## src/rtl/pet_action_scheduler_pkg.sv

```systemverilog
// ---------------------------------------------------------------------------
// pet_action_scheduler_pkg
// Definitions shared by the action scheduler and the pet core FSM: the action
// command codes, the scheduler state encoding and small helper functions.
// No ports (package).
// ---------------------------------------------------------------------------
package pet_action_scheduler_pkg;

  typedef logic [2:0] act_code_t;

  localparam act_code_t ACT_NONE     = 3'd0;
  localparam act_code_t ACT_FEED     = 3'd1;
  localparam act_code_t ACT_HEAL     = 3'd2;
  localparam act_code_t ACT_CHANGE   = 3'd3;
  localparam act_code_t ACT_TEST_ON  = 3'd4;
  localparam act_code_t ACT_TEST_OFF = 3'd5;

  typedef enum logic [1:0] {
    ST_IDLE     = 2'd0,
    ST_WAIT_ACK = 2'd1,
    ST_COOLDOWN = 2'd2
  } sched_state_t;

  // Counter width able to hold 0 .. n-1, never narrower than one bit.
  function automatic int unsigned cnt_width(input int unsigned n);
    return (n > 1) ? $clog2(n) : 1;
  endfunction

  // A test request toggles the mode, so its code depends on the current mode.
  function automatic act_code_t test_code(input logic mode);
    return mode ? ACT_TEST_OFF : ACT_TEST_ON;
  endfunction

  function automatic logic is_test_code(input act_code_t code);
    return (code == ACT_TEST_ON) || (code == ACT_TEST_OFF);
  endfunction

endpackage

```

## src/rtl/pet_action_scheduler_if.sv

```systemverilog
// ---------------------------------------------------------------------------
// pet_action_scheduler_if
// Valid/ack action command channel between the scheduler and the pet core.
//   action_valid : command present (scheduler -> core)
//   action_code  : command code, stable while valid (scheduler -> core)
//   action_ack   : core accepts the command (core -> scheduler)
// Modports: master = scheduler side, slave = pet core side.
// ---------------------------------------------------------------------------
interface pet_action_scheduler_if;
  import pet_action_scheduler_pkg::*;

  logic      action_valid;
  act_code_t action_code;
  logic      action_ack;

  modport master (
    output action_valid,
    output action_code,
    input  action_ack
  );

  modport slave (
    input  action_valid,
    input  action_code,
    output action_ack
  );

endinterface

```

## src/rtl/pet_action_scheduler_edge_latch.sv

```systemverilog
// ---------------------------------------------------------------------------
// edge_latch
// Registers a debounced button level, detects its rising edge and holds a
// pending request bit until the arbiter grants it.
//   clk       : system clock
//   rst       : synchronous reset, active low
//   level_i   : debounced button level
//   clr_i     : grant of this request, clears the pending bit
//   pending_o : request waiting to be served
// ---------------------------------------------------------------------------
module edge_latch (
  input  logic clk,
  input  logic rst,
  input  logic level_i,
  input  logic clr_i,
  output logic pending_o
);

  logic sample_q;
  logic pend_q;
  logic pend_d;
  logic rise;

  assign rise = level_i & ~sample_q;

  // Set wins over clear: a rise coinciding with the grant yields one more
  // request. Repeated rises while pending merge into the same bit.
  always_comb begin
    pend_d = (pend_q & ~clr_i) | rise;
  end

  always_ff @(posedge clk) begin
    if (!rst) begin
      sample_q <= 1'b0;
      pend_q   <= 1'b0;
    end else begin
      sample_q <= level_i;
      pend_q   <= pend_d;
    end
  end

  assign pending_o = pend_q;

endmodule

```

## src/rtl/pet_action_scheduler.sv

```systemverilog
// ---------------------------------------------------------------------------
// pet_action_scheduler
// Turns debounced button levels into single, ordered action commands for the
// pet core: edge detection, pending latches, fixed-priority arbitration
// (TEST > HEAL > FEED > CHANGE), valid/ack handshake with timeout, a
// long-press test-mode toggle and a post-action cooldown.
//   clk         : system clock
//   rst         : synchronous reset, active low
//   feeding     : debounced feed button level
//   healing     : debounced heal button level
//   change      : debounced change-view button level
//   test_sig    : debounced test button level (long press toggles test mode)
//   act_if      : action command channel (master side)
//   test_mode   : current test-mode level
//   ack_timeout : one-cycle pulse when an action is dropped for lack of ack
//   busy        : high whenever the FSM is not in IDLE
//
// state       | meaning
// ------------+--------------------------------------------------------
// ST_IDLE     | waiting for a pending request; grants the highest one
// ST_WAIT_ACK | action_valid high, code held; waits for ack or timeout
// ST_COOLDOWN | ignores grants for COOLDOWN_CYCLES, then back to IDLE
// ---------------------------------------------------------------------------
module pet_action_scheduler
  import pet_action_scheduler_pkg::*;
#(
  parameter int unsigned HOLD_CYCLES     = 250_000_000,
  parameter int unsigned COOLDOWN_CYCLES = 25_000_000,
  parameter int unsigned ACK_TIMEOUT     = 1024
) (
  input  logic                     clk,
  input  logic                     rst,
  input  logic                     feeding,
  input  logic                     healing,
  input  logic                     change,
  input  logic                     test_sig,
  pet_action_scheduler_if.master   act_if,
  output logic                     test_mode,
  output logic                     ack_timeout,
  output logic                     busy
);

  localparam int unsigned HW      = cnt_width(HOLD_CYCLES);
  localparam int unsigned TMR_MAX = (ACK_TIMEOUT > COOLDOWN_CYCLES) ? ACK_TIMEOUT
                                                                    : COOLDOWN_CYCLES;
  localparam int unsigned TW      = cnt_width(TMR_MAX);

  localparam logic [HW-1:0] HOLD_LAST = HW'(HOLD_CYCLES - 1);
  localparam logic [TW-1:0] ACK_LOAD  = TW'(ACK_TIMEOUT - 1);
  localparam logic [TW-1:0] COOL_LOAD = TW'(COOLDOWN_CYCLES - 1);

  sched_state_t  state_q, state_d;
  logic [TW-1:0] tmr_q, tmr_d;
  act_code_t     code_q, code_d;
  logic          test_mode_q, test_mode_d;
  logic          tmo_q, tmo_d;
  logic [HW-1:0] hold_cnt_q, hold_cnt_d;
  logic          hold_fired_q, hold_fired_d;
  logic          pend_test_q, pend_test_d;

  logic pend_feed, pend_heal, pend_change;
  logic clr_feed, clr_heal, clr_change, clr_test;
  logic hold_fire;

  edge_latch u_feed (
    .clk       (clk),
    .rst       (rst),
    .level_i   (feeding),
    .clr_i     (clr_feed),
    .pending_o (pend_feed)
  );

  edge_latch u_heal (
    .clk       (clk),
    .rst       (rst),
    .level_i   (healing),
    .clr_i     (clr_heal),
    .pending_o (pend_heal)
  );

  edge_latch u_change (
    .clk       (clk),
    .rst       (rst),
    .level_i   (change),
    .clr_i     (clr_change),
    .pending_o (pend_change)
  );

  // Long-press detector: the counter saturates at HOLD_LAST and the fired
  // flag blocks a second request until the button is released.
  assign hold_fire = test_sig && (hold_cnt_q == HOLD_LAST) && !hold_fired_q;

  always_comb begin
    hold_cnt_d   = hold_cnt_q;
    hold_fired_d = hold_fired_q;
    if (!test_sig) begin
      hold_cnt_d   = '0;
      hold_fired_d = 1'b0;
    end else begin
      if (hold_cnt_q != HOLD_LAST) begin
        hold_cnt_d = hold_cnt_q + HW'(1);
      end
      if (hold_fire) begin
        hold_fired_d = 1'b1;
      end
    end
    pend_test_d = (pend_test_q & ~clr_test) | hold_fire;
  end

  always_comb begin
    state_d     = state_q;
    tmr_d       = tmr_q;
    code_d      = code_q;
    test_mode_d = test_mode_q;
    tmo_d       = 1'b0;
    clr_feed    = 1'b0;
    clr_heal    = 1'b0;
    clr_change  = 1'b0;
    clr_test    = 1'b0;

    unique case (state_q)
      ST_IDLE: begin
        if (pend_test_q || pend_heal || pend_feed || pend_change) begin
          state_d = ST_WAIT_ACK;
          tmr_d   = ACK_LOAD;
          if (pend_test_q) begin
            clr_test = 1'b1;
            code_d   = test_code(test_mode_q);
          end else if (pend_heal) begin
            clr_heal = 1'b1;
            code_d   = ACT_HEAL;
          end else if (pend_feed) begin
            clr_feed = 1'b1;
            code_d   = ACT_FEED;
          end else begin
            clr_change = 1'b1;
            code_d     = ACT_CHANGE;
          end
        end
      end

      ST_WAIT_ACK: begin
        if (act_if.action_ack) begin
          state_d = ST_COOLDOWN;
          tmr_d   = COOL_LOAD;
          code_d  = ACT_NONE;
          if (is_test_code(code_q)) begin
            test_mode_d = ~test_mode_q;
          end
        end else if (tmr_q == '0) begin
          // Action dropped; the pulse lands in the first cooldown cycle.
          state_d = ST_COOLDOWN;
          tmr_d   = COOL_LOAD;
          code_d  = ACT_NONE;
          tmo_d   = 1'b1;
        end else begin
          tmr_d = tmr_q - TW'(1);
        end
      end

      ST_COOLDOWN: begin
        if (tmr_q == '0) begin
          state_d = ST_IDLE;
        end else begin
          tmr_d = tmr_q - TW'(1);
        end
      end

      default: begin
        state_d = ST_IDLE;
        tmr_d   = '0;
        code_d  = ACT_NONE;
      end
    endcase
  end

  always_ff @(posedge clk) begin
    if (!rst) begin
      state_q      <= ST_IDLE;
      tmr_q        <= '0;
      code_q       <= ACT_NONE;
      test_mode_q  <= 1'b0;
      tmo_q        <= 1'b0;
      hold_cnt_q   <= '0;
      hold_fired_q <= 1'b0;
      pend_test_q  <= 1'b0;
    end else begin
      state_q      <= state_d;
      tmr_q        <= tmr_d;
      code_q       <= code_d;
      test_mode_q  <= test_mode_d;
      tmo_q        <= tmo_d;
      hold_cnt_q   <= hold_cnt_d;
      hold_fired_q <= hold_fired_d;
      pend_test_q  <= pend_test_d;
    end
  end

  assign act_if.action_valid = (state_q == ST_WAIT_ACK);
  assign act_if.action_code  = code_q;
  assign test_mode           = test_mode_q;
  assign ack_timeout         = tmo_q;
  assign busy                = (state_q != ST_IDLE);

endmodule

```

## src/flat_wrapper.sv

```systemverilog
// flat-port wrapper written by rule: the top's interface ports become plain ports
module pet_action_scheduler_flat import pet_action_scheduler_pkg::*;
#(
  parameter int unsigned HOLD_CYCLES     = 250_000_000,
  parameter int unsigned COOLDOWN_CYCLES = 25_000_000,
  parameter int unsigned ACK_TIMEOUT     = 1024
)
  (clk, rst, feeding, healing, change, test_sig, test_mode, ack_timeout, busy, act_if_action_valid, act_if_action_code, act_if_action_ack);
  pet_action_scheduler_if act_if_i ();
  input  logic clk;
  input  logic rst;
  input  logic feeding;
  input  logic healing;
  input  logic change;
  input  logic test_sig;
  output logic test_mode;
  output logic ack_timeout;
  output logic busy;
  output wire logic [$bits(act_if_i.action_valid)-1:0] act_if_action_valid;
  output wire logic [$bits(act_if_i.action_code)-1:0] act_if_action_code;
  input wire logic [$bits(act_if_i.action_ack)-1:0] act_if_action_ack;
  assign act_if_action_valid = act_if_i.action_valid;
  assign act_if_action_code = act_if_i.action_code;
  assign act_if_i.action_ack = act_if_action_ack;
  pet_action_scheduler #(.HOLD_CYCLES(HOLD_CYCLES), .COOLDOWN_CYCLES(COOLDOWN_CYCLES), .ACK_TIMEOUT(ACK_TIMEOUT)) u_core (.clk(clk), .rst(rst), .feeding(feeding), .healing(healing), .change(change), .test_sig(test_sig), .act_if(act_if_i), .test_mode(test_mode), .ack_timeout(ack_timeout), .busy(busy));
endmodule
```

## config.mk

```make
export PLATFORM = sky130hd
export DESIGN_NAME = pet_action_scheduler_flat
export DESIGN_NICKNAME = d
export VERILOG_FILES = /design/src/rtl/pet_action_scheduler_pkg.sv /design/src/rtl/pet_action_scheduler_if.sv /design/src/rtl/pet_action_scheduler_edge_latch.sv /design/src/rtl/pet_action_scheduler.sv /design/src/flat_wrapper.sv
export SDC_FILE = /design/constraint.sdc
export NUM_CORES = 1
export LEC_CHECK = 0
export ABC_AREA = 1
export CORE_MARGIN = 3
export CORE_UTILIZATION = 55
export CTS_CLUSTER_SIZE = 10
export DETAILED_ROUTE_END_ITERATION = 8
export PLACE_DENSITY_LB_ADDON = 0.1
export SYNTH_ARGS = -nofsm -noshare
export SYNTH_HDL_FRONTEND = slang
export SYNTH_SLANG_ARGS = --single-unit
```

## constraint.sdc

```tcl
create_clock -name clk -period 1.6 [get_ports clk]
set_input_delay 0.48 -clock clk [delete_from_list [all_inputs] [get_ports clk]]
set_output_delay 0.48 -clock clk [all_outputs]
set_load 0.1 [all_outputs]
```

==> results by group <==
Layout
  • Antenna cell count: 0
  • Final core utilization: 78.1%
  • Layout area overhead: 36.7%
  • Multi-input gate area: 0.00261 mm^2
  • Final Instance Count excl. Fillers: 756
  • Fraction of layout cells with a size suffix above 1: 35.2%
  • Reg area: 0.00138 mm^2
  • Total Nets Final: 665
  • Fill cells: 506
  • Final Instance Area: 0.00536 mm^2

STA
  • Unrepaired setup endpoints after global routing: true
  • Hold slack: 0.428 ns
  • Final count of pins violating max slew: 0
  • Final worst-path cycle share: 104%
  • Setup TNS: -0.212 ns
  • Fmax: 0.603 GHz
  • Fin Clk Skew: 0.00740 ns
  • Final number of setup-violating endpoints: 7
  • Worst slew pin tran: 0.426 ns
  • Rel. slew slack: 71.3%
  • Fin crit period: 1.66 ns
  • Final worst slack: -0.0594 ns
  • Final hold vios: 0

Synth
  • Register area share after synthesis: 34.7%
  • Syn Nets: 581
  • Ys flop type: dfxtp_1
  • Area fraction of the dominant cell type after synthesis: 34.7%
  • Post-synth EDFFs: 0
  • Synth Register Bits: 68
  • Synthesis Warnings: 0
  • Synth cell types: 44
  • Mean Syn Cell Area: 6.86 um^2
  • Synth area leaders: dfxtp_1 (35%), nand2_1 (13%), nor2_1 (6.7%)
  • Post-synthesis cell count: 572
  • Syn Std Cell Area: 0.00392 mm^2
  • Cell taking the most area after synthesis: dfxtp_1
  • Ys async rst share: 0%

Power and ir drop
  • Seq pwr share: 25.7%
  • Leakage: 2.17 nW
  • Clock power frac: 16.5%
  • Int Pwr: 4.88 mW
  • Combinational share of power: 57.8%
  • PD cells: 1700 mW/mm^2
  • Switching Share: 46.5%
  • VDD IR max: 1.56 mV
  • Psw: 4.24 mW
  • Pwr Total: 9.12 mW

Global routing
  • GRT Overall Usage: 25.6%
  • Largest net degree at the start of global routing: 22
  • Antenna violations before repair: 0
  • Grt total ovfl: 0
  • First-pass GRT wire length: 17400 um
  • Number of global-route vias before repair: 3806

Floorplan
  • Placeable Area: 0.00687 mm^2
  • Die H: 90.5 um
  • Initial Utilization: 57.1%
  • Die width: 90.5 um
  • Die area: 0.00818 mm^2
  • Cell Rows: 30
  • I/O pins: 14

Clocking
  • Worst-path clk slew: 0.07 ns
  • Clock latency on the worst-skew pair: 0.35 ns
  • Max clock buf depth: 2
  • H-Tree Depth: 3
  • Clock Root Buffer: clkbuf_8
  • TritonCTS clock tree: done
  • CTS Hold Bufs: 0
  • Clock sink total: 68
  • Num CTS Buffers: 9

Setup path
  • Critical path, cell by cell: inv_2, ha_4, nand2_4, nor2_4, nand3_4, o21ai_4, buf_6, nand3_4, o21ai_1, nor2_1
  • Family with the most delay on the worst path: simple AND/OR/NAND/NOR gates
  • Critical Path AT: 1.90 ns
  • FF-to-FF End: u_core.act_if.action_code[0]$_SDFFE_PN0P_
  • CP Capture Type: register
  • Type of origin of the critical path: register
  • Most Frequent Cell on Critical Path: nand3_4
  • Slowest CP cell: dfxtp_2
  • Buf+Inv Stages, Crit Path: 2
  • Reg2reg setup slack: -0.06 ns
  • Worst reg2reg path depth: 10
  • RR Startpoint: u_core.tmr_q[0]$_SDFFE_PN0P_
  • Slowest stage delay, CP: 0.32 ns
  • Crit Path Class: reg -> reg
  • Worst path required time: 1.84 ns
  • Max Fanout on Critical Path: 5

Drt
  • Drt total wl: 10700 um
  • ANT nets after route: 0
  • DRC viols: 0
  • TritonRoute pass-1 iters: 5
  • Vias: 4155
  • Drt initial violations: 291
  • Routed WL per cell: 14.2 um
  • Drt via density: 5.50

Placement
  • Buffers on Ports: 13
  • Place WS: -0.171 ns
  • DP Wirelength: 7270 um
  • Inst Count DP: 729
  • Final Wtd Congestion: 0.880
  • Placed Area: 0.00467 mm^2

Hold path
  • Hold Path Origin: u_core.u_feed.sample_q$_SDFF_PN0_
  • Hold path cells: 1
  • Hold path endpoint: u_core.u_feed.pending_o$_SDFF_PN0_
  • HP Class: reg -> reg

Run status
  • Failing checks: negative setup slack
  • Status: complete, but fails checks

Job
  • Max Cap Viol: 0
## cell families after synthesis
family          count (synthesis)  synth area share (%)
fa+ha+maj                       2                 0.638
xor+xnor                       16                  3.57
buf+inv                        79                  8.29
simple gates                  334                  41.5
flops                          68                  34.7
compound gates                 73                  11.3
## worst max-delay path by stage
stage | startpoint | endpoint | slack (ns) | depth (start not counted)
finish | u_core.tmr_q[0]$_SDFFE_PN0P_ | u_core.act_if.action_code[0]$_SDFFE_PN0P_ | -0.06 | 10
floorplan | u_core.state_q[0]$_SDFFE_PN0P_ | u_core.act_if.action_code[1]$_SDFFE_PN0P_ | -0.05 | 9
global placement | act_if_action_ack | u_core.tmr_q[4]$_SDFFE_PN0P_ | -0.13 | 7
global route | u_core.tmr_q[0]$_SDFFE_PN0P_ | u_core.act_if.action_code[0]$_SDFFE_PN0P_ | -0.17 | 10
CTS | u_core.state_q[1]$_SDFFE_PN0P_ | act_if_action_valid | -0.05 | 3
detailed placement | act_if_action_ack | u_core.tmr_q[4]$_SDFFE_PN0P_ | -0.17 | 7
## per-layer routing
| metal | track usage (%) | routed length, um | vias to the layer above |
|---|---|---|---|
| li1 | - | - | 2031 |
| met1 | 36.8 | 4840 | 1926 |
| met2 | 38.4 | 4960 | 175 |
| met3 | 4.00 | 725 | 23 |
| met4 | 9.82 | 201 | 0 |
| met5 | 0 | 0 | - |
## sequential cells by signal, summed over array words and instances, names as in the netlist
name,count
u_core.ack_timeout,1
u_core.act_if.action_code,3
u_core.hold_cnt_q,28
u_core.hold_fired_q,1
u_core.pend_test_q,1
u_core.state_q,2
u_core.test_mode,1
u_core.tmr_q,25
u_core.u_change.pending_o,1
u_core.u_change.sample_q,1
u_core.u_feed.pending_o,1
u_core.u_feed.sample_q,1
u_core.u_heal.pending_o,1
u_core.u_heal.sample_q,1
## worst reg2reg max path: cells and delay by family, from the launching register on
family	cells	cell delay (ns)
AOI/OAI and AO/OA	2	0.39
adders and majority gates	1	0.17
buffers and inverters	2	0.21
DFF	1	0.32
and+or+nand+nor	5	0.48
## layout by cell type, fill, tap and decap left out, types with 5 or more instances in the layout
cell	instances
o21ai_0	9
dfxtp_2	8
dfxtp_1	57
nand4_1	14
nand2_2	21
nor2_2	12
nand3_1	25
nor2_1	56
nor2_4	22
a21oi_1	29
a21oi_2	18
clkbuf_8	10
nor3_1	24
o21ai_1	5
buf_12	9
buf_6	10
nand3_2	9
buf_4	56
nand2_4	7
inv_2	12
clkdlybuf4s50_1	6
inv_1	53
xor2_1	13
nand2_1	119
## synth_stat cells, types with 10 or more instances
master,number
nor2_1,70
nor2_2,11
a21oi_1,37
o21ai_0,16
dfxtp_1,68
inv_1,59
xor2_1,13
nand3_1,29
a21oi_2,10
nor3_1,26
nand2_1,140
nand4_1,14
## area by class of cell
cell class,count,area share [%]
clock buffer,12,3.10
clock inverter,3,0.817
inverter,70,5.06
multi-input combinational,426,48.6
sequential,68,25.8
tap,96,2.24
timing repair buffer,81,14.4
## power groups by stage
stage	Sequential (mW)	Combinational, mW	Clock, mW
finish	2.34	5.27	1.51
detailed placement	2.31	4.56	0
CTS	2.30	4.83	1.53
floorplan	2.44	3.04	0
global placement	2.30	4.46	0
global route	2.39	5.68	1.60
## timing repair
| item | 4_1_cts | 5_1_grt |
|---|---|---|
| pin swaps | 12 | 23 |
| setup buffers | 7 | 4 |
| gates resized for setup | 35 | 79 |
| gates cloned | 2 | 0 |
| endpoints found under the setup margin | 39 | 57 |
No activity file was read; power rests on OpenSTA's default activity.
